## src/rtl/booth_request_scheduler.sv

```systemverilog
// Request scheduler in front of the Booth multiplier: queues operand pairs,
// issues them one at a time, bounds the wait for completion, returns tagged results.
module booth_request_scheduler #(
    parameter int unsigned DEPTH   = 4,
    parameter int unsigned MIN_LAT = 11,
    parameter int unsigned TIMEOUT = 32
) (
    input  logic                       gated_clk,
    input  logic                       reset,
    input  logic                       req_valid,
    output logic                       req_ready,
    input  logic [7:0]                 req_a,
    input  logic [7:0]                 req_b,
    input  logic [1:0]                 req_mode,
    output logic                       mul_start,
    output logic [7:0]                 mul_multiplicand,
    output logic [7:0]                 mul_multiplier,
    output logic [1:0]                 mul_power_mode,
    input  logic                       mul_done,
    input  logic [15:0]                mul_product,
    input  logic [7:0]                 mul_power,
    output logic                       rsp_valid,
    input  logic                       rsp_ready,
    output logic [15:0]                rsp_product,
    output logic [7:0]                 rsp_power,
    output logic [3:0]                 rsp_tag,
    output logic                       rsp_err,
    output logic [$clog2(DEPTH):0]     fifo_level,
    output logic                       busy
);

    localparam int unsigned AW = $clog2(DEPTH);
    localparam int unsigned LW = AW + 1;
    localparam int unsigned CW = $clog2(TIMEOUT + 1);

    typedef struct packed {
        logic [7:0] a;
        logic [7:0] b;
        logic [1:0] mode;
    } req_t;

    typedef enum logic [1:0] {
        IDLE  = 2'd0,
        ISSUE = 2'd1,
        WAIT  = 2'd2,
        RESP  = 2'd3
    } state_t;

    state_t          state_q, state_d;
    req_t            mem_q [DEPTH];
    req_t            head;
    logic [AW-1:0]   wr_ptr_q, rd_ptr_q;
    logic [LW-1:0]   level_q, level_d;
    logic [3:0]      tag_q, tag_d;
    logic [CW-1:0]   cnt_q, cnt_d;
    logic            push, pop, accept;

    logic            mul_start_q, mul_start_d;
    logic [7:0]      mul_a_q, mul_a_d;
    logic [7:0]      mul_b_q, mul_b_d;
    logic [1:0]      mul_mode_q, mul_mode_d;
    logic            rsp_valid_q, rsp_valid_d;
    logic [15:0]     rsp_product_q, rsp_product_d;
    logic [7:0]      rsp_power_q, rsp_power_d;
    logic [3:0]      rsp_tag_q, rsp_tag_d;
    logic            rsp_err_q, rsp_err_d;

    // Ready is forced low while reset is held so every output reads 0 in reset.
    assign req_ready = !reset && (level_q < LW'(DEPTH));
    assign push      = req_valid && req_ready;
    assign head      = mem_q[rd_ptr_q];
    assign level_d   = level_q + LW'(push) - LW'(pop);
    assign accept    = (cnt_q >= CW'(MIN_LAT)) && mul_done;

    always_ff @(posedge gated_clk) begin
        if (push) begin
            mem_q[wr_ptr_q] <= {req_a, req_b, req_mode};
        end
    end

    // Next-state and registered-output logic; ISSUE is the only state that pops.
    always_comb begin
        state_d       = state_q;
        cnt_d         = cnt_q;
        tag_d         = tag_q;
        pop           = 1'b0;
        mul_start_d   = 1'b0;
        mul_a_d       = mul_a_q;
        mul_b_d       = mul_b_q;
        mul_mode_d    = mul_mode_q;
        rsp_valid_d   = rsp_valid_q;
        rsp_product_d = rsp_product_q;
        rsp_power_d   = rsp_power_q;
        rsp_tag_d     = rsp_tag_q;
        rsp_err_d     = rsp_err_q;
        case (state_q)
            IDLE: begin
                if (level_q != '0) begin
                    state_d = ISSUE;
                end
            end
            ISSUE: begin
                pop         = 1'b1;
                mul_a_d     = head.a;
                mul_b_d     = head.b;
                mul_mode_d  = head.mode;
                mul_start_d = 1'b1;
                cnt_d       = '0;
                state_d     = WAIT;
            end
            WAIT: begin
                if (cnt_q < CW'(TIMEOUT)) begin
                    cnt_d = cnt_q + CW'(1);
                end
                // Acceptance is checked first so it wins over a coincident timeout.
                if (accept) begin
                    rsp_valid_d   = 1'b1;
                    rsp_product_d = mul_product;
                    rsp_power_d   = mul_power;
                    rsp_tag_d     = tag_q;
                    rsp_err_d     = 1'b0;
                    state_d       = RESP;
                end else if (cnt_q >= CW'(TIMEOUT)) begin
                    rsp_valid_d   = 1'b1;
                    rsp_product_d = '0;
                    rsp_power_d   = '0;
                    rsp_tag_d     = tag_q;
                    rsp_err_d     = 1'b1;
                    state_d       = RESP;
                end
            end
            RESP: begin
                if (rsp_ready) begin
                    rsp_valid_d = 1'b0;
                    tag_d       = tag_q + 4'd1;
                    state_d     = IDLE;
                end
            end
            default: begin
                state_d = IDLE;
            end
        endcase
    end

    always_ff @(posedge gated_clk or posedge reset) begin
        if (reset) begin
            state_q       <= IDLE;
            wr_ptr_q      <= '0;
            rd_ptr_q      <= '0;
            level_q       <= '0;
            tag_q         <= '0;
            cnt_q         <= '0;
            mul_start_q   <= 1'b0;
            mul_a_q       <= '0;
            mul_b_q       <= '0;
            mul_mode_q    <= '0;
            rsp_valid_q   <= 1'b0;
            rsp_product_q <= '0;
            rsp_power_q   <= '0;
            rsp_tag_q     <= '0;
            rsp_err_q     <= 1'b0;
        end else begin
            state_q       <= state_d;
            if (push) begin
                wr_ptr_q <= wr_ptr_q + AW'(1);
            end
            if (pop) begin
                rd_ptr_q <= rd_ptr_q + AW'(1);
            end
            level_q       <= level_d;
            tag_q         <= tag_d;
            cnt_q         <= cnt_d;
            mul_start_q   <= mul_start_d;
            mul_a_q       <= mul_a_d;
            mul_b_q       <= mul_b_d;
            mul_mode_q    <= mul_mode_d;
            rsp_valid_q   <= rsp_valid_d;
            rsp_product_q <= rsp_product_d;
            rsp_power_q   <= rsp_power_d;
            rsp_tag_q     <= rsp_tag_d;
            rsp_err_q     <= rsp_err_d;
        end
    end

    assign mul_start        = mul_start_q;
    assign mul_multiplicand = mul_a_q;
    assign mul_multiplier   = mul_b_q;
    assign mul_power_mode   = mul_mode_q;
    assign rsp_valid        = rsp_valid_q;
    assign rsp_product      = rsp_product_q;
    assign rsp_power        = rsp_power_q;
    assign rsp_tag          = rsp_tag_q;
    assign rsp_err          = rsp_err_q;
    assign fifo_level       = level_q;
    assign busy             = (level_q != '0) || (state_q != IDLE);

endmodule

```

## config.mk

```make
export PLATFORM = sky130hd
export DESIGN_NAME = booth_request_scheduler
export DESIGN_NICKNAME = d
export VERILOG_FILES = /design/src/rtl/booth_request_scheduler.sv
export SDC_FILE = /design/constraint.sdc
export NUM_CORES = 1
export LEC_CHECK = 0
export ABC_AREA = 0
export CAP_MARGIN = 10
export CORE_MARGIN = 2
export CORE_UTILIZATION = 54
export CTS_BUF_LIST = sky130_fd_sc_hd__clkbuf_2
export DETAILED_ROUTE_END_ITERATION = 16
export PLACE_DENSITY = 0.82
export SYNTH_ARGS = -nofsm -noshare
export SYNTH_HDL_FRONTEND = slang
export SYNTH_SLANG_ARGS = --single-unit
```

## constraint.sdc

```tcl
create_clock -name gated_clk -period 2.9 [get_ports gated_clk]
set_input_delay 0.58 -clock gated_clk [delete_from_list [all_inputs] [get_ports gated_clk]]
set_output_delay 0.58 -clock gated_clk [all_outputs]
set_load 0.01 [all_outputs]
```

* Word level (Yosys, flattened, before mapping)
Memory sizes are Yosys's and may differ from the RTL's. A register that Yosys moved wholly into a read port is not among the register bits. Index checks and enable logic that the tools add are counted.
Word-level totals: register bits 50, ROM bits 0, output and inout bits 54, memories 1, bits in latches 0, word-level logic and storage cells 67, memory bits (writable) 72
Memory list:
- mem_q | words 4, width 18, read ports 1, clocked after Yosys merged registers in 1, wr ports 1, RTL line 50 | req_t mem_q [DEPTH];
Cells by class: add/subtract/negate cells 6, shift-type cells 0, reduce and logical (&&, ||, !) cells 16, multipliers 0, mux-type cells 21, div/mod/pow operators 0, order comparisons 4, bitwise operators 0, equality and inequality tests 7
Operators by type and width (number):
- $mux W16 | 2
- $mux W8 | 2
- $pmux W6 S2 | 1
- $mux W2 | 4
- $mux W4 | 2
- $pmux W2 S4 | 1
- $reduce_bool A2 Y1 | 4
- $mux W1 | 7
- $add A6 B1 Y6 const B | 1
- $ge A6 B4 Y1 const B | 1
- $ge A6 B6 Y1 const B | 1
- $lt A6 B6 Y1 const B | 1
- $mux W6 | 1
- $ne A2 B2 Y1 const B | 3
- $reduce_and A2 Y1 | 3
- $reduce_and A3 Y1 | 2
- $add A2 B1 Y2 const B | 2
- $add A4 B1 Y4 const B | 1
- $eq A2 B2 Y1 const B | 2
- $add A3 B1 Y3 | 1
- $logic_and A1 B1 Y1 | 3
- $lt A3 B3 Y1 const B | 1
- $ne A3 B3 Y1 const B | 1
- $reduce_bool A3 Y1 | 1
- 6 further kinds | 6

* Logic depth before layout (Yosys ltp)
Gate-level depths: netlist (run 1).
word-level depth 5, gate-level depth with buffers 9, gate-level depth less buffers 9

* Worst setup path after synthesis (run 1)
Ideal clock, no wire load.
path kind input to register, from in reset, to reg level_q[2], in the netlist fifo_level[2], cell stages on the path 9, data required time 2.777 ns, path buffers 0, arrival time 2.220 ns, setup time 0.123 ns, slack 0.558 ns, cells stage by stage nor2_1 > and2_1 > inv_1 > ha_1 > inv_1 > ha_1 > fa_1 > xnor2_1 > xnor2_1
On the way: word-level cells in the longest chain between the ends 5
Ends and longest elaborated chain:
- from (decl) | RTL line 9 | input logic reset,
- $logic_not A1 Y1 (no line)
- $logic_and A1 B1 Y1 | RTL line 69 | assign req_ready = !reset && (level_q < LW'(DEPTH));
- $logic_and A1 B1 Y1 | RTL line 70 | assign push = req_valid && req_ready;
- $add A3 B1 Y3 | RTL line 72 | assign level_d = level_q + LW'(push) - LW'(pop);
- $sub A3 B1 Y3 | RTL line 72
- via level_d[2] | RTL line 53 | logic [LW-1:0] level_q, level_d;
- to (signal assigned) | RTL line 170 | level_q <= level_d;
- to (decl) | RTL line 53
The timed path passes the listed nets, and every way through them passes these cells. A chain may end at the register's enable or synchronous reset.

* Worst setup path after layout (run 1)
from reg state_q[0], to out busy
On the way: word-level cells in the longest chain between the ends 2
Ends and longest elaborated chain:
- from (decl) | RTL line 49 | state_t state_q, state_d;
- from (signal assigned) | RTL line 163 | state_q <= state_d;
- $reduce_bool A2 Y1 | RTL line 195 | assign busy = (level_q != '0) || (state_q != IDLE);
- $logic_or A1 B1 Y1 | RTL line 195
- to (decl) | RTL line 29 | output logic busy
Every way passes these cells.

==> results.sh, run 1 <==
export IMPL_worst_path_largest_cell_delay_ns=0.45
export IMPL_instance_count_after_placement_with_tap_cells_included=539
export IMPL_post_route_drc_count=0
export IMPL_worst_setup_path_type="flop to output pin"
export IMPL_synth_async_reset_ratio_pct=48.6
export IMPL_max_freq_ghz=0.374
export IMPL_worst_path_arrival_time_ns=2.09
export IMPL_cts_sinks=140
export IMPL_path_type_of_the_worst_min_delay_path="input pin to async pin"
export IMPL_synth_edff_count=72
export IMPL_fin_tns_setup_ns=0
export IMPL_worstPathCellList="inv_1, ha_1, nor4b_4, inv_1, dlygate4sd2_1"
export IMPL_stdcell_area_sq_um=6960
export IMPL_core_region_area_sq_um=9820
export IMPL_layout_cells_sized_above_1_pct=20.0
export IMPL_via_count=3097
export IMPL_mappedNetlistArea_sq_um=5470
export IMPL_clk_root_buffer_cell="clkbuf_2"
export IMPL_fin_worst_hold_slack_ns=0.343
export IMPL_cts_hold_buffers=0
export IMPL_ir_drop_mv=0.547
export IMPL_fin_ws_ns=0.226
export IMPL_via_count_normalized_by_instance_count=5.41
export IMPL_crit_path_top_delay_cell="dfrtp_1"
export IMPL_worst_slew_pin_transition_ns=0.854
export IMPL_drtIter0Drc=201
export IMPL_synth_seq_area_share_pct=70.6
export IMPL_grt_pass1_vias=3264
export IMPL_floorplan_die_area_sq_um=11000
export IMPL_htree_levels=4
export IMPL_final_net_count=489
export IMPL_r2r_cells=9
export IMPL_antenna_cells_inserted=0
export IMPL_chipWidth_microns=105
export IMPL_yosys_warnings=0
export IMPL_final_cells=572
export IMPL_synth_ff_type="edfxtp_1"
export IMPL_final_period_utilization_pct=92.2
export IMPL_initial_core_utilization_pct=55.7
export IMPL_cp_start_kind="flop"
export IMPL_grt_overflow_total=0
export IMPL_place_worst_setup_slack_ns=0.195
export IMPL_drtAntennaViolNets=0
export IMPL_count_of_final_setup_violators=0
export IMPL_synth_fp_nets=368
export IMPL_place_congestion=0.767
export IMPL_path_max_fanout=4
export IMPL_reg2reg_to="fifo_level[2]"
export IMPL_die_height_microns=105
export IMPL_max_slew_margin_pct=43.1
export IMPL_critical_path_n_buffers_inverters=3
export IMPL_grt_pass1_wl_microns=16900
export IMPL_final_period_minus_worst_setup_slack_ns=2.67
export IMPL_io_pin_count=101
export IMPL_detailed_placement_wirelength_estimate_microns=6850
export IMPL_clock_tree_from_tritoncts="built"
export IMPL_routed_wirelength_microns=10300
export IMPL_fin_worst_skew_ns=0.0304
export IMPL_worst_path_most_repeated_cell="inv_1"
export IMPL_row_count=36
export IMPL_final_max_slew_violation_count=0
export IMPL_area_delta_synth_final_pct=27.3
export IMPL_detailed_place_area_sq_um=6670
export IMPL_postSynthCellCount=306
export IMPL_rsz0062_at_grt="false"
export IMPL_drt_first_pass_iters=4
export IMPL_numCtsBuffers=17
export IMPL_critical_path_reg2reg_startpoint="fifo_level[2]"
export IMPL_grt_max_degree=69
export IMPL_ys_ff_latch=140
export IMPL_io_buffers=100
export IMPL_hold_viol_final=0
export IMPL_max_cap_violations=0
export IMPL_grt_use_total_pct=20.4
export IMPL_post_synth_num_cell_types=40
export IMPL_clkTransAtPathRegs_ns=0.19
export IMPL_clock_tree_buffer_depth=2
export IMPL_setup_reg_to_reg_worst_slack_ns=0.75
export IMPL_required_ns=2.32
export IMPL_antenna_found_initial=0
export IMPL_critical_path_top_delay_family="buffers and inverters"
export IMPL_synthesis_area_per_instance_sq_um=17.9
export IMPL_powerDensity_nw_per_um2=949
export IMPL_worst_skew_pair_late_latency_ns=0.65
export IMPL_power_leakage_uw=0.00272
export IMPL_routedWlPerCell_microns=17.9
export IMPL_end_kind="output pin"
export IMPL_status="complete, no violations"
[timing repair]
action | CTS | global route
buffers inserted | 0 | 2
endpoints found under the setup margin | 1 | 1
pin swaps | 0 | 0
resized for setup | 3 | 0
[metal layers]
metal  vias up  GRT usage, %  share of wire, %
li1       1427             -                 -
met1      1569          25.7                41
met2        92          33.8                53
met3         9          6.05               4.8
met4         0          7.43              0.99
met5         -             0                 0
[how the worst max path moves through the flow]
stage,from,endpoint,slack (ns),cells after the start
floorplan,reset,fifo_level[2],0.56,9
global placement,reset,fifo_level[2],0.29,10
detailed placement,reset,fifo_level[2],0.20,10
CTS,state_q[0],busy,0.14,5
global route,state_q[0],busy,0.02,5
finish,state_q[0],busy,0.23,5
[cell usage in the layout, fill, tap and decap left out, drive strengths merged, types with 2 or more instances in the layout]
| cell type | netlist | layout |
|---|---|---|
| xnor2 | 6 | 6 |
| buf | 10 | 13 |
| mux2 | 25 | 25 |
| nand2 | 5 | 5 |
| nand4 | 2 | 2 |
| a21oi | 4 | 4 |
| inv | 13 | 14 |
| clkinv | 0 | 6 |
| ha | 14 | 14 |
| nand3 | 5 | 5 |
| dfrtp | 68 | 68 |
| mux4 | 18 | 18 |
| clkdlybuf4s50 | 0 | 99 |
| a22o | 24 | 24 |
| nand2b | 3 | 3 |
| o211ai | 2 | 2 |
| xor2 | 2 | 2 |
| nor2b | 3 | 3 |
| o31ai | 2 | 2 |
| and3 | 4 | 4 |
| o21ai | 4 | 4 |
| nor2 | 4 | 4 |
| edfxtp | 72 | 72 |
| mux2i | 2 | 2 |
| clkbuf | 1 | 18 |
| bufinv | 0 | 4 |
| clkinvlp | 0 | 2 |
[metrics by stage]
stage	utilization [%]	total power [uW]
CTS	70.8	6680
global placement	67.9	5320
floorplan	-	4290
global route	70.9	7010
finish	70.9	6610
detailed placement	67.9	5450
[worst reg2reg max path: cells and delay by family, from the launching register on]
| kind | cells | cell delay (ns) |
|---|---|---|
| buffers and inverters | 2 | 0.10 |
| xor gates and xnor gates | 2 | 0.30 |
| DFF | 1 | 0.49 |
| adders and majority gates | 3 | 0.82 |
| and+or+nand+nor | 2 | 0.39 |
[cells in the mapped netlist (4+ instances only)]
cell type / n / area (sq um)
nand3_1: 5 / 25.0
and3_1: 4 / 25.0
nand2_1: 5 / 18.8
xnor2_1: 6 / 52.6
buf_2: 7 / 35.0
ha_1: 14 / 175
mux2_2: 25 / 282
nor2_1: 4 / 15.0
edfxtp_1: 72 / 2160
a22o_1: 24 / 210
a21oi_1: 4 / 20.0
dfrtp_1: 68 / 1700
mux4_2: 18 / 405
inv_1: 13 / 48.8
[flip-flops by register name (all words and copies together) (netlist names)]
signal and flops:
fifo_level 3, mem_q 72, mul_multiplicand 8, rsp_power 8, rd_ptr_q 2, mul_start 1, rsp_tag 4, wr_ptr_q 2
rsp_product 16, mul_multiplier 8, rsp_valid 1, tag_q 4, state_q 2, cnt_q 6, mul_power_mode 2, rsp_err 1
[where the power goes]
| part | total (uW) | internal [uW] | switching (uW) |
|---|---|---|---|
| clock network | 1210 | 557 | 653 |
| logic | 2440 | 1460 | 976 |
| registers | 2960 | 2600 | 358 |
[area by class of cell]
class                           instances  area (sq um)
Timing Repair Buffer                  113          1110
Inverter                               13          48.8
Multi-Input combinational cell        142          1510
Fill cell                             688          2860
Clock inverter                         13           174
Clock buffer                           18          90.1
Sequential cell                       140          3860
Tap cell                              133           166
[cells by family after synthesis]
| group | Yosys count | share of synthesized area (%) |
|---|---|---|
| AOI/OAI and AO/OA | 43 | 6.47 |
| xor gates and xnor gates | 8 | 1.28 |
| adders and majority gates | 15 | 3.57 |
| buffers and inverters | 24 | 2.08 |
| DFF | 140 | 70.6 |
| muxes | 45 | 12.9 |
| and+or+nand+nor | 31 | 3.04 |
Power figures use the tool's default switching activity.
==> run 2: changes to the inputs <==
Settings changed: CORE_UTILIZATION 54 to 49, PLACE_DENSITY 0.82 to 0.79.
Clock period 2.9 ns to 2.3 ns, I/O delays scaled along.
==> results.sh, run 2 (same netlist as run 1, synthesis figures left out) <==
export IMPL_worst_path_largest_cell_delay_ns=0.45
export IMPL_routed_wirelength_microns=10200
export IMPL_drtIter0Drc=276
export IMPL_final_cells=595
export IMPL_setup_reg_to_reg_worst_slack_ns=0.13
export IMPL_cts_sinks=140
export IMPL_clock_tree_from_tritoncts="built"
export IMPL_final_period_minus_worst_setup_slack_ns=2.24
export IMPL_die_height_microns=110
export IMPL_total_switching_power_uw=2610
export IMPL_detailed_placement_wirelength_estimate_microns=6630
export IMPL_share_clk_of_total_power_pct=16.8
export IMPL_required_ns=1.84
export IMPL_clock_tree_buffer_depth=2
export IMPL_critical_path_reg2reg_startpoint="state_q[0]"
export IMPL_initial_core_utilization_pct=50.2
export IMPL_fin_worst_hold_slack_ns=0.306
export IMPL_critical_path_top_delay_family="flip-flops"
export IMPL_clkTransAtPathRegs_ns=0.21
export IMPL_fin_ws_ns=0.0634
export IMPL_antenna_cells_inserted=0
export IMPL_io_buffers=100
export IMPL_via_count=3153
export IMPL_cts_hold_buffers=0
export IMPL_grt_overflow_total=0
export IMPL_largest_register_ffs=72
export IMPL_via_count_normalized_by_instance_count=5.30
export IMPL_routedWlPerCell_microns=17.1
export IMPL_hold_viol_final=0
export IMPL_worst_skew_pair_late_latency_ns=0.66
export IMPL_powerDensity_nw_per_um2=1170
export IMPL_top_register="mem_q"
export IMPL_final_net_count=504
export IMPL_drt_first_pass_iters=4
export IMPL_layout_cells_most_common="clkdlybuf4s50_1"
export IMPL_chipWidth_microns=110
export IMPL_power_leakage_uw=0.00279
export IMPL_clk_root_buffer_cell="clkbuf_2"
export IMPL_grt_pass1_wl_microns=15700
export IMPL_path_max_fanout=3
export IMPL_worst_setup_path_type="flop to output pin"
export IMPL_final_period_utilization_pct=97.2
export IMPL_power_share_combinational_pct=38.8
export IMPL_cp_start_kind="flop"
export IMPL_area_delta_synth_final_pct=30.3
export IMPL_max_freq_ghz=0.447
export IMPL_core_region_area_sq_um=10900
export IMPL_row_count=38
export IMPL_htree_levels=4
export IMPL_io_pin_count=101
export IMPL_worstPathCellList="inv_2, ha_4, nor4b_4, inv_2, buf_6"
export IMPL_count_of_final_setup_violators=0
export IMPL_place_congestion=0.771
export IMPL_max_cap_violations=0
export IMPL_ir_drop_mv=0.619
export IMPL_worst_path_most_repeated_cell="inv_2"
export IMPL_max_slew_margin_pct=38.4
export IMPL_p_int_uw=5760
export IMPL_final_cell_mix="clkdlybuf4s50_1, edfxtp_1, dfrtp_1"
export IMPL_drtAntennaViolNets=0
export IMPL_path_type_of_the_worst_min_delay_path="input pin to async pin"
export IMPL_post_route_drc_count=0
export IMPL_status="complete, no violations"
export IMPL_antenna_found_initial=0
export IMPL_worst_slew_pin_transition_ns=0.925
export IMPL_reg2reg_to="fifo_level[2]"
export IMPL_rsz0062_at_grt="true"
export IMPL_end_kind="output pin"
export IMPL_instance_count_after_placement_with_tap_cells_included=552
export IMPL_worst_path_arrival_time_ns=1.78
export IMPL_r2r_cells=9
export IMPL_grt_pass1_vias=3270
export IMPL_place_worst_setup_slack_ns=-0.220
export IMPL_critical_path_n_buffers_inverters=3
export IMPL_layout_cells_sized_above_1_pct=24.6
export IMPL_grt_max_degree=46
export IMPL_grt_use_total_pct=17.7
export IMPL_final_max_slew_violation_count=0
export IMPL_floorplan_die_area_sq_um=12000
export IMPL_sw_frac_of_total_pct=31.2
export IMPL_fin_worst_skew_ns=0.0299
export IMPL_numCtsBuffers=17
export IMPL_relative_contribution_of_sequential_cells_to_total_power_pct=44.4
export IMPL_crit_path_top_delay_cell="dfrtp_1"
[run 2: how the worst max path moves through the flow]
stage | from | end | cells after the start
global route | state_q[1] | busy | 5
floorplan | fifo_level[2] | fifo_level[2] | 9
global placement | reset | fifo_level[2] | 10
CTS | state_q[0] | busy | 5
detailed placement | reset | fifo_level[2] | 10
finish | state_q[1] | busy | 5
[run 2: repair_timing]
action,CTS,global route
setup endpoints to repair,2,4
resized for setup,9,7
buffers inserted,3,8
endpoints found under the hold margin,0,0
[run 2: layer usage]
| metal | vias up | routed length [microns] | track usage [%] |
|---|---|---|---|
| met5 | - | 0 | 0 |
| met4 | 0 | 104 | 6.42 |
| met3 | 10 | 671 | 5.75 |
| met1 | 1570 | 4100 | 21.4 |
| li1 | 1453 | - | - |
| met2 | 120 | 5290 | 29.9 |
[run 2: area by class of cell]
type	instances	area, sq um
Tap cell	140	175
Multi-Input combinational cell	142	1530
Clock buffer	17	85.1
Fill cell	768	3760
Clock inverter	15	164
Inverter	13	48.8
Timing Repair Buffer	128	1260
Sequential cell	140	3860
[run 2: power by group through the flow]
stage	logic, uW	registers, uW	clock network, uW
2_1_floorplan	1550	3860	0
4_1_cts	3160	3720	1470
3_5_place_dp	3080	3790	0
5_1_grt	3530	3800	1590
3_3_place_gp	2990	3760	0
6_report	3240	3720	1410
[run 2: per-stage QoR]
step / utilization [%] / power (uW) / setup TNS, ns / instance area, sq um
final: 65.5 / 8370 / 0 / 7130
after floorplan: - / 5410 / 0 / 5470
after global routing: 65.5 / 8910 / -0.0765 / 7130
after CTS: 64.7 / 8350 / -0.00618 / 7040
after detailed placement: 62.1 / 6860 / -0.229 / 6760
after global placement: 62.1 / 6750 / -0.164 / 6760
[run 2: worst reg2reg max path, stage by stage, from the launching register on]
cell     delay [ns]
dfrtp_1        0.44
buf_4          0.13
buf_4          0.13
ha_1           0.22
ha_1           0.27
inv_1          0.04
ha_1           0.18
fa_1           0.38
xnor2_1        0.17
xnor2_1        0.15
